File: src/rtl/mvm_job_sequencer.sv
// Byte-command front end for the matrix-vector multiplier: parses LOAD_K / RUN_X /
// LOAD_KX_RUN frames, keeps a resident K matrix, issues one {X,K} job and tracks it to completion.
module mvm_job_sequencer #(
  parameter int unsigned R              = 8,
  parameter int unsigned C              = 8,
  parameter int unsigned W_K            = 8,
  parameter int unsigned W_X            = 8,
  parameter int unsigned TIMEOUT_CYCLES = 2_000_000
) (
  input  logic                     clk,
  input  logic                     rst,
  input  logic                     s_byte_tvalid,
  input  logic [7:0]               s_byte_tdata,
  output logic                     s_byte_tready,
  output logic                     m_kx_tvalid,
  input  logic                     m_kx_tready,
  output logic [R*C*W_K+C*W_X-1:0] m_kx_tdata,
  input  logic                     y_tvalid,
  input  logic                     y_tready,
  output logic                     busy,
  output logic                     k_loaded,
  output logic                     err_pulse,
  output logic [7:0]               err_cnt,
  output logic [15:0]              job_cnt
);

  localparam int unsigned KW     = R * C * W_K;
  localparam int unsigned XW     = C * W_X;
  localparam int unsigned BCNT_W = $clog2(R * C + 1);
  localparam int unsigned TMO_W  = $clog2(TIMEOUT_CYCLES);

  typedef enum logic [2:0] {
    S_IDLE,
    S_RECV_K,
    S_RECV_X,
    S_ISSUE,
    S_WAIT_Y
  } state_e;

  state_e             state_q, state_d;
  logic [KW-1:0]      k_q, k_d;
  logic [XW-1:0]      x_q, x_d;
  logic [BCNT_W-1:0]  bcnt_q, bcnt_d;
  logic [TMO_W-1:0]   tmo_q, tmo_d;
  logic               chain_q, chain_d;
  logic               k_loaded_q, k_loaded_d;
  logic [15:0]        job_cnt_q, job_cnt_d;
  logic [7:0]         err_cnt_q, err_cnt_d;
  logic               err_pulse_q;
  logic               busy_q;
  logic               tready_q;
  logic               tvalid_q;
  logic               err_c;
  logic               byte_acc_c;
  logic               tmo_hit_c;

  assign byte_acc_c = s_byte_tvalid & tready_q;
  assign tmo_hit_c  = (tmo_q == TMO_W'(TIMEOUT_CYCLES - 1));

  // Next-state, payload capture and counters
  always_comb begin
    state_d    = state_q;
    k_d        = k_q;
    x_d        = x_q;
    bcnt_d     = bcnt_q;
    tmo_d      = tmo_q;
    chain_d    = chain_q;
    k_loaded_d = k_loaded_q;
    job_cnt_d  = job_cnt_q;
    err_c      = 1'b0;

    case (state_q)
      S_IDLE: begin
        if (byte_acc_c) begin
          case (s_byte_tdata)
            8'h01: begin state_d = S_RECV_K; chain_d = 1'b0; end
            8'h02: state_d = S_RECV_X;
            8'h03: begin state_d = S_RECV_K; chain_d = 1'b1; end
            default: err_c = 1'b1;
          endcase
        end
      end
      S_RECV_K: begin
        if (byte_acc_c) begin
          for (int unsigned i = 0; i < R * C; i++) begin
            if (bcnt_q == BCNT_W'(i)) k_d[i*W_K +: W_K] = s_byte_tdata;
          end
          tmo_d  = '0;
          bcnt_d = bcnt_q + BCNT_W'(1);
          if (bcnt_q == BCNT_W'(R * C - 1)) begin
            k_loaded_d = 1'b1;
            state_d    = chain_q ? S_RECV_X : S_IDLE;
          end
        end else if (tmo_hit_c) begin
          err_c      = 1'b1;
          k_loaded_d = 1'b0;
          state_d    = S_IDLE;
        end else begin
          tmo_d = tmo_q + TMO_W'(1);
        end
      end
      S_RECV_X: begin
        if (byte_acc_c) begin
          for (int unsigned i = 0; i < C; i++) begin
            if (bcnt_q == BCNT_W'(i)) x_d[i*W_X +: W_X] = s_byte_tdata;
          end
          tmo_d  = '0;
          bcnt_d = bcnt_q + BCNT_W'(1);
          if (bcnt_q == BCNT_W'(C - 1)) begin
            // X without a resident K is consumed in full, then rejected
            if (k_loaded_q) begin
              state_d = S_ISSUE;
            end else begin
              err_c   = 1'b1;
              state_d = S_IDLE;
            end
          end
        end else if (tmo_hit_c) begin
          err_c   = 1'b1;
          state_d = S_IDLE;
        end else begin
          tmo_d = tmo_q + TMO_W'(1);
        end
      end
      S_ISSUE: begin
        if (m_kx_tready) state_d = S_WAIT_Y;
      end
      S_WAIT_Y: begin
        if (y_tvalid && y_tready) begin
          job_cnt_d = job_cnt_q + 16'd1;
          state_d   = S_IDLE;
        end
      end
      default: state_d = S_IDLE;
    endcase

    if (state_d != state_q) begin
      bcnt_d = '0;
      tmo_d  = '0;
    end

    err_cnt_d = err_cnt_q;
    if (err_c && (err_cnt_q != 8'hFF)) err_cnt_d = err_cnt_q + 8'd1;
  end

  always_ff @(posedge clk or posedge rst) begin
    if (rst) begin
      state_q     <= S_IDLE;
      k_q         <= '0;
      x_q         <= '0;
      bcnt_q      <= '0;
      tmo_q       <= '0;
      chain_q     <= 1'b0;
      k_loaded_q  <= 1'b0;
      job_cnt_q   <= '0;
      err_cnt_q   <= '0;
      err_pulse_q <= 1'b0;
      busy_q      <= 1'b0;
      tready_q    <= 1'b1;
      tvalid_q    <= 1'b0;
    end else begin
      state_q     <= state_d;
      k_q         <= k_d;
      x_q         <= x_d;
      bcnt_q      <= bcnt_d;
      tmo_q       <= tmo_d;
      chain_q     <= chain_d;
      k_loaded_q  <= k_loaded_d;
      job_cnt_q   <= job_cnt_d;
      err_cnt_q   <= err_cnt_d;
      err_pulse_q <= err_c;
      busy_q      <= (state_d != S_IDLE);
      tready_q    <= (state_d == S_IDLE) || (state_d == S_RECV_K) || (state_d == S_RECV_X);
      tvalid_q    <= (state_d == S_ISSUE);
    end
  end

  assign s_byte_tready = tready_q;
  assign m_kx_tvalid   = tvalid_q;
  assign m_kx_tdata    = {x_q, k_q};
  assign busy          = busy_q;
  assign k_loaded      = k_loaded_q;
  assign err_pulse     = err_pulse_q;
  assign err_cnt       = err_cnt_q;
  assign job_cnt       = job_cnt_q;

endmodule

File: config.mk
export PLATFORM = sky130hd
export DESIGN_NAME = mvm_job_sequencer
export DESIGN_NICKNAME = d
export VERILOG_FILES = /design/src/rtl/mvm_job_sequencer.sv
export SDC_FILE = /design/constraint.sdc
export NUM_CORES = 1
export LEC_CHECK = 0
export ABC_AREA = 0
export BUFFER_PORTS_ARGS = -buffer_cell sky130_fd_sc_hd__buf_2
export CAP_MARGIN = 30
export CORE_AREA = 2 2 242 244
export DETAILED_ROUTE_END_ITERATION = 10
export DIE_AREA = 0 0 244 246
export PLACE_DENSITY_LB_ADDON = 0.25
export SLEW_MARGIN = 20
export SYNTH_ARGS = -nofsm -noshare
export SYNTH_HDL_FRONTEND = slang
export SYNTH_SLANG_ARGS = --single-unit
File: constraint.sdc
create_clock -name clk -period 22.2 [get_ports clk]
set_input_delay 2.22 -clock clk [delete_from_list [all_inputs] [get_ports clk]]
set_output_delay 2.22 -clock clk [all_outputs]
set_load 0.01 [all_outputs]
# [After elaboration in Yosys (flattened, before gate mapping)]
# Cells that the tools add are included.
# W data, S select, Z words.
[word_totals] regBits=637 in_bits=14 out_inout_bits=605 word_cells=289
[op_classes] n_addsub=4 n_eq_ne=78 mux=31 bitwise=1 reduce_logical=92
[op_table] op="$eq A7 B6 Y1 const B" count=32
[op_table] op="$reduce_and A3 Y1" count=74
[op_table] op="$eq A7 B5 Y1 const B" count=16
[op_table] op="$mux W21" count=4
[op_table] op="$eq A7 B4 Y1 const B" count=8
[op_table] op="$eq A7 B3 Y1 const B" count=4
[op_table] op="$mux W3" count=8
[op_table] op="$add A21 B1 Y21 const B" count=1
[op_table] op="$eq A21 B21 Y1 const B" count=1
[op_table] op="$mux W7" count=3
[op_table] op="$add A16 B1 Y16 const B" count=1
[op_table] op="$eq A8 B2 Y1 const B" count=2
[op_table] op="$pmux W3 S5" count=1
[op_table] op="$eq A7 B2 Y1 const B" count=2
[op_table] op="$eq A3 B2 Y1 const B" count=4
[op_table] op="$mux W1" count=10
[op_table] op="$add A8 B1 Y8 const B" count=1
[op_table] op="$eq A8 B1 Y1 const B" count=1
[op_table] op="$ne A8 B8 Y1 const B" count=1
[op_table] op="$reduce_bool A2 Y1" count=4
[op_table] op="$add A7 B1 Y7 const B" count=1
[op_table] op="$eq A7 B1 Y1 const B" count=1
[op_table] op="$logic_not A7 Y1" count=1
[op_table] op="$eq A3 B1 Y1 const B" count=2
[op_table] op="16 further kinds" count=23

# [Depth between registers and ports, before layout]
[depth] word_depth=8 mapped_depth=10 ltp_nobuf=7

# [Worst setup path after synthesis]
# No wires, ideal clock.
[synth_path] path_kind="input-to-reg" from="input s_byte_tvalid" to="register x_q[24]" setup_ns=0.125 t_arrival_ns=4.035 required_ns=22.075 slack_ns=18.041 cell_stages=8 path_buffers=2 cell_sequence="nand2_1 -> nor4_1 -> clkbuf_1 -> nor3b_1 -> and2_0 -> clkbuf_1 -> nand2_1 -> mux2_2"
[synth_via] elab_chain_cells=2
[synth_rtl] item="from (decl)" line="12" rtl="input logic s_byte_tvalid,"
[synth_rtl] item="$and A1 B1 Y1" line="57" rtl="assign byte_acc_c = s_byte_tvalid & tready_q;"
[synth_rtl] item="$reduce_and A3 Y1 (no source line)"
[synth_rtl] item="to (signal assigned)" line="150" rtl="x_q <= '0;"
[synth_rtl] item="to (signal assigned)" line="164" rtl="x_q <= x_d;"
[synth_rtl] item="to (decl)" line="42" rtl="logic [XW-1:0] x_q, x_d;"
# No other way between the ends.
# A chain may end at the register's enable or synchronous reset.

# [Final worst setup path]
[layout_path] from="input s_byte_tvalid" to="register k_q[12]"
[layout_via] elab_chain_cells=2
[layout_rtl] item="$and A1 B1 Y1" line="57"
[layout_rtl] item="$reduce_and A3 Y1 (no source line)"
[layout_rtl] item="to (signal assigned)" line="163" rtl="k_q <= k_d;"
[layout_rtl] item="to (decl)" line="41" rtl="logic [KW-1:0] k_q, k_d;"
# No other way between the ends.

==> impl_metrics.json <==
{
  "rsz0062_at_grt": "false",
  "postRouteAntennaNets": 0,
  "layout_min_cycle_time_ns": 4.15,
  "tns_ns": 0,
  "path_class": "input port to flip-flop",
  "htree_levels": 3,
  "syn_to_final_growth_pct": 25.0,
  "arrival_ns": 4.61,
  "fp.coreArea_um2": 57400,
  "drv_cap": 0,
  "cp_cell_sequence": "buf_2 > nand2_1 > nor4_2 > buf_4 > nor3b_1 > nand3_1 > mux2_2",
  "layout_common_cells": "636 x dfrtp_1, 620 x buf_2, 575 x mux2_2, 82 x nand2_1, 70 x clkbuf_16",
  "timing.fmax_mhz": 241,
  "io-pin-count": 619,
  "grt_max_degree": 191,
  "clk_latency_ns": 0.60,
  "cts_buffers": 68,
  "gr-total-overflow": 0,
  "hold_end": "job_cnt[15]",
  "status": "completed",
  "synth_cell_types": 55,
  "drv_slew": 0,
  "nFillCells": 4838,
  "worstMarginPinSlew_ns": 1.00,
  "synth_nets": 1725,
  "drt_pre_antenna_iters": 4,
  "cp_slowest_cell": "nand3_1",
  "clk_pin_slew_ns": 0.06,
  "critPathTopFamily": "simple AND/OR/NAND/NOR gates",
  "timing.rr.start": "bcnt_q[2]",
  "yosysTopAreaCell": "dfrtp_1",
  "layout.nets": 2346,
  "post_cts_buffers": 0,
  "internal-power_mw": 1.96,
  "cts-hold-fix-buffers": 0,
  "synth_edf_count": 0,
  "r2r_cells": 6,
  "reg2reg_slack_ns": 18.55,
  "wire_per_inst_um": 24.8,
  "max_stage_delay_ns": 0.60,
  "seq_power_share_pct": 46.7,
  "yosysSeqAreaShare_pct": 63.3,
  "portBuffers": 618,
  "finalPower_mw": 2.65,
  "synthFlopType": "dfrtp_1",
  "gp_congestion": 0.830,
  "die_height_um": 246,
  "die_w_um": 244,
  "clock_skew_ns": 0.0201,
  "dieArea_um2": 60000,
  "async_flop_share_pct": 100,
  "rows": 88,
  "grt_usage_pct": 25.6,
  "synth_area_leaders": "dfrtp_1 63%, mux2_2 26%, clkbuf_1 1.4%",
  "p_sw_mw": 0.690,
  "hold_viol": 0,
  "initial_utilization_pct": 43.9,
  "crit_buf_inv": 2,
  "worstPathMaxFanout": 11,
  "stdcell_count": 3141,
  "mostFrequentLayoutCell": "dfrtp_1",
  "drt-total-wl_um": 77800,
  "min-delay-start": "job_cnt[15]",
  "placed_cells": 3012,
  "hpwl_um": 52600,
  "clock_power_share_pct": 43.0,
  "netlist_instances": 1704,
  "cts_tree": "yes",
  "drt-initial-drc-count": 902,
  "hold_depth": 1,
  "switching_share_pct": 26.0,
  "cts_resized": 0,
  "max-vdd-ir-drop_v": 0.0000588,
  "grt_pass1_wl_um": 115000,
  "p_per_area_nw_per_um2": 84.2,
  "dr_total_vias": 16700,
  "synth_top_cell_area_share_pct": 63.2,
  "synth_area_um2": 25200,
  "worst_slack_ns": 18.05,
  "diodes": 0,
  "p_leak_nw": 17.6,
  "cp-end-kind": "flip-flop",
  "antenna_found_initial": 2,
  "ys_ff_latch": 637,
  "clockBufferDepth": 3,
  "syn-mean-instance-area_um2": 14.8,
  "yosys_warnings": 0,
  "r2r-end": "err_cnt[4]",
  "post-route-util_pct": 54.8,
  "post-place-ws_ns": 17.09,
  "drc": 0,
  "drive_above_1_share_pct": 57.5,
  "min_path_type": "flip-flop to flip-flop",
  "startpoint_type": "input port",
  "via_per_inst": 5.32,
  "critPathRequiredTime_ns": 22.67,
  "slew_headroom_pct": 33.2,
  "setup_viol": 0,
  "cts_root_buf": "clkbuf_16",
  "finalCritPeriodShare_pct": 18.7,
  "combPwrFrac_pct": 10.3,
  "grt_pass1_vias": 17600,
  "cts.sinks": 637
}
-- metal layers --
layer / vias up / wire, µm / share of wire [%] / GRT usage (%)
met1: 8760 / 31000 / 40 / 31.5
met5: - / 0 / 0 / 0
met4: 0 / 2830 / 3.6 / 10.2
met3: 133 / 5180 / 6.7 / 6.88
met2: 521 / 38800 / 50 / 43.1
li1: 7283 / - / - / -
-- through the flow --
step / hold slack, ns / area, µm²
2_1_floorplan: 0.478 / 25200
3_3_place_gp: 0.458 / 29100
3_5_place_dp: 0.473 / 29100
4_1_cts: 0.485 / 31300
5_1_grt: 0.512 / 31500
6_report: 0.479 / 31500
-- how the worst max path moves through the flow --
stage / from / end / slack [ns] / cells past startpoint
final: s_byte_tvalid / k_q[12] / 18.05 / 7
after CTS: rst / k_q[128] / 17.76 / 4
after global routing: s_byte_tvalid / k_q[17] / 17.78 / 7
after global placement: rst / k_q[128] / 17.23 / 4
after floorplan: rst / bcnt_q[0] / 2.14 / 1
after detailed placement: rst / k_q[128] / 17.09 / 4
-- cells by family (layout without fill, tap and decap cells) --
family	count (synthesis)	after routing	synth area share, %
compound gates	51	51	1.32
xor+xnor	32	32	1.11
fa+ha+maj	7	7	0.348
buf+inv	112	784	1.70
flops	637	637	63.3
mux	583	583	26.1
simple gates	282	282	6.13
-- synthesized netlist by cell type, drive strengths merged, types with 2 or more instances --
cell type  count
dfrtp        636
and4           5
nor2          37
nor4b          3
mux2i          4
nor3          27
nor2b          7
ha             7
or4            3
nand3         44
o22ai          5
nor4           9
o211a          3
o211ai         6
a21oi          2
nand2         82
or3            4
and3           9
xnor2         23
or2            2
o21bai         2
and2          10
xor2           9
or4b           2
nand4         16
clkbuf        92
mux2         579
nand2b         4
o21ai         22
and3b          5
nand3b         2
buf           11
nor3b          8
a31oi          5
inv            9
-- power by group through the flow --
stage                     Sequential, mW  Clock, mW  Combinational (mW)
after floorplan                     1.27          0               0.140
after global placement              1.26          0               0.267
after detailed placement            1.26          0               0.273
after CTS                           1.24       1.17               0.274
after global routing                1.24       1.22               0.294
final                               1.24       1.14               0.272
-- layout make-up --
cell class	instances	area (µm²)	share of cell area, %
multi-input cells	955	8830	28.1
clock inverters	32	332	1.05
clock buffers	89	1900	6.05
inverters	9	41.3	0.131
repair buffers	654	3450	11.0
well taps	765	957	3.04
flip-flops and latches	637	15900	50.7
-- registers in the layout (all words and copies together) (netlist names) --
name / cells
bcnt_q: 7
k_loaded: 1
m_kx_tvalid: 1
x_q: 64
k_q: 512
job_cnt: 16
chain_q: 1
busy: 1
state_q: 3
err_pulse: 1
err_cnt: 8
s_byte_tready: 1
tmo_q: 21
No activity file was read; power rests on OpenSTA's default activity.
